### config.mk
export PLATFORM = sky130hd
export DESIGN_NAME = filter_sequencer
export DESIGN_NICKNAME = d
export VERILOG_FILES = /design/src/rtl/filter_pkg.sv /design/src/rtl/pixel_coord_counter.sv /design/src/rtl/filter_sequencer.sv
export SDC_FILE = /design/constraint.sdc
export NUM_CORES = 1
export LEC_CHECK = 0
export ABC_AREA = 1
export CORE_MARGIN = 2
export CORE_UTILIZATION = 52
export CTS_CLUSTER_DIAMETER = 60
export DETAILED_ROUTE_END_ITERATION = 10
export PLACE_DENSITY = 0.78
export SETUP_SLACK_MARGIN = 0.5
export SLEW_MARGIN = 40
export SYNTH_ARGS = -nofsm -noshare
export SYNTH_HDL_FRONTEND = slang
export SYNTH_SLANG_ARGS = --single-unit
### constraint.sdc
create_clock -name clk -period 2.6 [get_ports clk]
set_input_delay 0.52 -clock clk [delete_from_list [all_inputs] [get_ports clk]]
set_output_delay 0.52 -clock clk [all_outputs]
set_load 0.05 [all_outputs]
### src/rtl/filter_pkg.sv
// Shared types and defaults for the 3x3 window filter sequencer.
package filter_pkg;

  // Sequencer states: one window fetch, FILT_LAT filter cycles and one write per pixel
  typedef enum logic [2:0] {
    S_IDLE   = 3'd0,
    S_FETCH  = 3'd1,
    S_FILTER = 3'd2,
    S_WRITE  = 3'd3,
    S_FINISH = 3'd4
  } seq_state_t;

  localparam int DEF_IMG_W    = 64;
  localparam int DEF_IMG_H    = 64;
  localparam int DEF_ADDR_W   = 12;
  localparam int DEF_FILT_LAT = 2;

  // Number of pixel centres that have a full 3x3 neighbourhood inside the frame
  function automatic int interiorPixels(input int w, input int h);
    return (w - 2) * (h - 2);
  endfunction

endpackage

### src/rtl/pixel_coord_counter.sv
// Raster walker over interior pixel centres: columns 1..IMG_W-2, rows 1..IMG_H-2.
module pixel_coord_counter
  import filter_pkg::*;
#(
  parameter int IMG_W  = DEF_IMG_W,
  parameter int IMG_H  = DEF_IMG_H,
  parameter int ADDR_W = DEF_ADDR_W
) (
  input  logic              clk,
  input  logic              rst_n,
  input  logic              inc,
  input  logic              clr,
  output logic [ADDR_W-1:0] row,
  output logic [ADDR_W-1:0] col,
  output logic              last
);

  localparam logic [ADDR_W-1:0] FIRST    = ADDR_W'(1);
  localparam logic [ADDR_W-1:0] COL_LAST = ADDR_W'(IMG_W - 2);
  localparam logic [ADDR_W-1:0] ROW_LAST = ADDR_W'(IMG_H - 2);

  logic [ADDR_W-1:0] r_row;
  logic [ADDR_W-1:0] r_col;

  // Advance one centre per inc, wrapping the column and stepping the row at the right border
  always_ff @(posedge clk or negedge rst_n) begin
    if (!rst_n) begin
      r_row <= FIRST;
      r_col <= FIRST;
    end else if (clr) begin
      r_row <= FIRST;
      r_col <= FIRST;
    end else if (inc) begin
      if (r_col == COL_LAST) begin
        r_col <= FIRST;
        r_row <= r_row + FIRST;
      end else begin
        r_col <= r_col + FIRST;
      end
    end
  end

  assign row  = r_row;
  assign col  = r_col;
  assign last = (r_row == ROW_LAST) && (r_col == COL_LAST);

endmodule

### src/rtl/filter_sequencer.sv
// Frame sequencer for the 3x3 window filter: fetch window, run filter, write result.
module filter_sequencer
  import filter_pkg::*;
#(
  parameter int IMG_W    = DEF_IMG_W,
  parameter int IMG_H    = DEF_IMG_H,
  parameter int ADDR_W   = DEF_ADDR_W,
  parameter int FILT_LAT = DEF_FILT_LAT
) (
  input  logic              clk,
  input  logic              rst_n,
  input  logic              en,
  input  logic              start,
  input  logic              abort,
  input  logic              rd_ack,
  output logic              rd,
  output logic [ADDR_W-1:0] row,
  output logic [ADDR_W-1:0] col,
  output logic              act,
  output logic              wr,
  output logic [ADDR_W-1:0] wr_addr,
  output logic              busy,
  output logic              done
);

  localparam int CNT_W = (FILT_LAT > 1) ? $clog2(FILT_LAT) : 1;
  localparam logic [CNT_W-1:0] LAT_LOAD = CNT_W'(FILT_LAT - 1);

  seq_state_t r_state;
  seq_state_t w_next;
  logic [CNT_W-1:0] r_lat;
  logic w_inc;
  logic w_clr;
  logic w_last;
  logic w_fetchAck;

  // A window is accepted only while the fetch request is actually being presented
  assign w_fetchAck = (r_state == S_FETCH) && en && rd_ack;

  pixel_coord_counter #(
    .IMG_W  (IMG_W),
    .IMG_H  (IMG_H),
    .ADDR_W (ADDR_W)
  ) u_coord (
    .clk   (clk),
    .rst_n (rst_n),
    .inc   (w_inc),
    .clr   (w_clr),
    .row   (row),
    .col   (col),
    .last  (w_last)
  );

  // State register
  always_ff @(posedge clk or negedge rst_n) begin
    if (!rst_n) r_state <= S_IDLE;
    else        r_state <= w_next;
  end

  // Next-state and coordinate control; abort overrides every other transition
  always_comb begin
    w_next = r_state;
    w_inc  = 1'b0;
    w_clr  = 1'b0;
    case (r_state)
      S_IDLE: begin
        if (start && en) begin
          w_next = S_FETCH;
          w_clr  = 1'b1;
        end
      end
      S_FETCH: begin
        if (w_fetchAck) w_next = S_FILTER;
      end
      S_FILTER: begin
        if (r_lat == '0) w_next = S_WRITE;
      end
      S_WRITE: begin
        if (w_last) begin
          w_next = S_FINISH;
        end else begin
          w_next = S_FETCH;
          w_inc  = 1'b1;
        end
      end
      S_FINISH: begin
        w_next = S_IDLE;
      end
      default: begin
        w_next = S_IDLE;
      end
    endcase
    if (abort) begin
      w_next = S_IDLE;
      w_inc  = 1'b0;
      w_clr  = 1'b1;
    end
  end

  // Filter latency counter: loaded on window accept, counts down through FILTER
  always_ff @(posedge clk or negedge rst_n) begin
    if (!rst_n) begin
      r_lat <= '0;
    end else if (abort) begin
      r_lat <= '0;
    end else if (w_fetchAck) begin
      r_lat <= LAT_LOAD;
    end else if ((r_state == S_FILTER) && (r_lat != '0)) begin
      r_lat <= r_lat - CNT_W'(1);
    end
  end

  assign rd      = (r_state == S_FETCH) && en;
  assign act     = (r_state == S_FILTER);
  assign wr      = (r_state == S_WRITE);
  assign busy    = (r_state != S_IDLE);
  assign done    = (r_state == S_FINISH);
  assign wr_addr = wr ? (row * ADDR_W'(IMG_W) + col) : '0;

endmodule

==> results.txt <==
Run status -> complete, no violations
CTS H-tree depth -> 1
Final worst setup slack -> 0.0557 ns
Dpl hpwl -> 4430 um
Critical Path AT -> 2.02 ns
Final period util -> 0.979
Kind of start point of the critical path -> register
Count of flip-flops with a built-in enable after synthesis -> 0
Top_reg_cell synth -> sky130_fd_sc_hd__dfrtp_1
Synth area leader -> sky130_fd_sc_hd__dfrtp_1
Share of the synthesized area in the top cell type -> 0.284
Worst clock skew -> 0.00799 ns
Setup repair after global routing missed its margin -> true
Max-cap violations -> 0
Number of nets still failing antenna checks after routing -> 0
Setup crit end kind -> output pin
Reg clk slew, reported paths -> 0.10 ns
Reg-to-Reg End -> u_coord.col[7]
Max frequency -> 393 MHz
Total global routing track utilization -> 0.275
Max Root-Sink Buffers -> 2
Pre-CTS worst setup slack -> 0.176 ns
Leakage -> 1.63 nW
Largest incremental delay on the critical path -> 0.49 ns
Area growth syn-to-layout -> 51.0%
Detailed-routing iteration count for the pre-antenna-repair pass -> 4
Simple-gate share of the synthesized area -> 0.424
Critical path start-end classification -> reg -> out
Hold_sp -> r_lat
Sink of the worst hold path -> r_state[1]
Seq/Total Area, Yosys -> 0.307
Most used standard cell by instance count after synthesis -> sky130_fd_sc_hd__nand2_1
Number of input and output port buffers inserted -> 46
Highest fanout seen on the critical path -> 2
Unique cell type count in the Yosys netlist -> 31
#FFs+latches synth -> 28
Clock network latency to the later pin of the worst-skew pair -> 0.29 ns
Adder-Cell Fraction of Synth Area -> 0.0579
Setup-failing EPs final -> 0
Routed Wire Length -> 6780 um
Initial Utilization -> 0.534
Root buf cell -> sky130_fd_sc_hd__clkbuf_8
Area of the mapped netlist -> 2290 um^2
Die Span Y -> 70.4 um
Reg2Reg Launch Point -> u_coord.col[0]
Post-layout minimum cycle time -> 2.54 ns
DR vias -> 2457
Cell depth of the worst min-delay path -> 2
Die area -> 4950 um^2
Setup slack of the most critical reg-to-reg path -> 0.64 ns
Power density over the cells -> 349 nW/um^2
Ys async rst share -> 1.00
Top post-synthesis cells by area -> sky130_fd_sc_hd__dfrtp_1, sky130_fd_sc_hd__nand2_1, sky130_fd_sc_hd__nor2_1, sky130_fd_sc_hd__inv_1, sky130_fd_sc_hd__nand3_2
Cell breakdown of the critical path -> ha_4, fa_2, nand2_2, inv_2, o21ai_2, nand2_2, o21ai_4, a21oi_4, buf_12
Number of clock sinks -> 28
Worst rel slew slack -> 0.655
Worst supply voltage drop on vdd -> 0.208 mV
Number of placed I/O pins -> 47
Dominant combinational cell family by area after synthesis -> simple AND/OR/NAND/NOR gates
Syn Inst Count -> 328
Min-delay worst type -> reg -> reg
NumNets Final -> 418
Required arrival time at the worst endpoint -> 2.08 ns
RD Place Congestion -> 0.982
Number of global-route vias before repair -> 2384
Most frequent cell on the critical path -> sky130_fd_sc_hd__nand2_2
Initial DRC count -> 126
Maximum number of pins on one net before global-route repair -> 29
Area inside the core boundary -> 4290 um^2
Number of buffers created by CTS -> 3
Wirelength per Cell -> 15.0 um
Horizontal extent of the die -> 70.4 um
Detailed-route vias per instance -> 5.42
Critical-path top delay cell -> sky130_fd_sc_hd__dfstp_4
Length in cells of the worst reg-to-reg path -> 11
Actual transition at the worst max-transition pin -> 0.519 ns
Final Total Pwr -> 0.00121 W
Complex-gate fraction of the synthesized area -> 0.0644
Initial antenna violation count -> 0
Number of core rows -> 24
Clock tree from TritonCTS -> yes
Diode count -> 0
Number of filler instances in the final layout -> 291
Number of max-slew violations in the final report -> 0
Avg Inst Size Synth -> 6.98 um^2
Wire length of the first global-routing pass -> 11000 um
Number of buffers added to fix hold violations after cts -> 0
Overflow after GRT -> 0
Layout cell share with drive strength beyond 1 -> 0.327
Syn Nets -> 344
DRC violation count after routing -> 0
Most frequent cells after synthesis -> sky130_fd_sc_hd__nand2_1, sky130_fd_sc_hd__nor2_1, sky130_fd_sc_hd__inv_1, sky130_fd_sc_hd__dfrtp_1, sky130_fd_sc_hd__nand3_1
Yosys Warn Count -> 0
XOR/XNOR Fraction of Synth Area -> 0.0535
Share of synthesized area spent on multiplexers -> 0
Count of endpoints failing hold in the final timing report -> 0
==> state kept, by name, indices dropped and copies added (netlist names) <==
register and flops:
u_coord.col 12, r_lat 1, u_coord.row 12, r_state 3
==> stage by stage <==
step / TNS [ns] / cells / area (um^2) / util / hold WS [ns]
6_report: 0 / 453 / 3460 / 0.805 / 0.543
5_1_grt: -0.0151 / 453 / 3460 / 0.805 / 0.562
4_1_cts: 0 / 447 / 3320 / 0.772 / 0.541
3_5_place_dp: 0 / 425 / 3090 / 0.720 / 0.520
3_3_place_gp: 0 / 425 / 3080 / 0.718 / 0.519
2_1_floorplan: 0 / 328 / 2450 / - / 0.224
==> cell type report <==
| cell class | instances | area [um^2] | area share |
|---|---|---|---|
| Tap cell | 52 | 65.1 | 0.0188 |
| Timing Repair Buffer | 73 | 816 | 0.236 |
| Sequential cell | 28 | 719 | 0.208 |
| Multi-Input combinational cell | 253 | 1640 | 0.475 |
| Inverter | 43 | 169 | 0.0488 |
| Clock buffer | 4 | 45.0 | 0.0130 |
==> critical path: cells and delay by family (launching register included) <==
kind	cells	cell delay [ns]
and+or+nand+nor	2	0.18
AOI/OAI and AO/OA	3	0.35
DFF	1	0.49
adders and majority gates	2	0.53
buffers and inverters	2	0.18
==> metal layers <==
metal,up-vias,wire (um),global-route usage,share of wire
met5,-,0,0,0
met4,0,93,0.0919,0.014
met3,9,332,0.0274,0.049
met2,88,3520,0.483,0.52
met1,1160,2840,0.351,0.42
li1,1200,-,-,-
==> how the worst max path moves through the flow <==
stage / startpoint / end / slack (ns) / cells past startpoint
floorplan: r_state[1] / wr_addr[8] / 0.23 / 4
finish: u_coord.row[0] / wr_addr[10] / 0.06 / 9
detailed placement: u_coord.row[0] / wr_addr[10] / 0.18 / 9
global placement: u_coord.row[0] / wr_addr[10] / 0.26 / 9
CTS: u_coord.row[0] / wr_addr[10] / 0.06 / 9
global route: u_coord.row[0] / wr_addr[10] / -0.02 / 9
==> power by group <==
part           internal, W  total [W]  switching [W]
Clock             0.000110   0.000257       0.000146
Sequential        0.000459   0.000482      0.0000232
Combinational     0.000157   0.000467       0.000311
Total             0.000726    0.00121       0.000480
==> logic make-up (layout without fill, tap and decap cells) <==
| group | after synthesis | after routing |
|---|---|---|
| adders and majority gates | 10 | 10 |
| and+or+nand+nor | 204 | 205 |
| xor gates and xnor gates | 14 | 14 |
| DFF | 28 | 28 |
| AOI/OAI and AO/OA | 24 | 24 |
| buffers and inverters | 48 | 120 |
==> layout by cell type (no fill, tap or decap), types with 10 or more instances in the layout <==
master,netlist,layout
sky130_fd_sc_hd__buf_4,1,22
sky130_fd_sc_hd__dlygate4sd2_1,0,16
sky130_fd_sc_hd__nand3_1,24,24
sky130_fd_sc_hd__buf_12,1,14
sky130_fd_sc_hd__nor2_1,50,38
sky130_fd_sc_hd__dfrtp_2,0,10
sky130_fd_sc_hd__inv_1,40,35
sky130_fd_sc_hd__nand2_1,86,80
sky130_fd_sc_hd__dfrtp_1,26,16
sky130_fd_sc_hd__nor2_4,2,13
sky130_fd_sc_hd__nand3_2,13,13
sky130_fd_sc_hd__nand2_2,4,10
==> repair_timing <==
action                     CTS  global route
pin swaps                   17            13
buffers inserted            18             5
gates resized for setup     42            27
setup endpoints to repair   32            41
cloned                       0             1
Note: power is estimated with default switching activity, not from simulation.
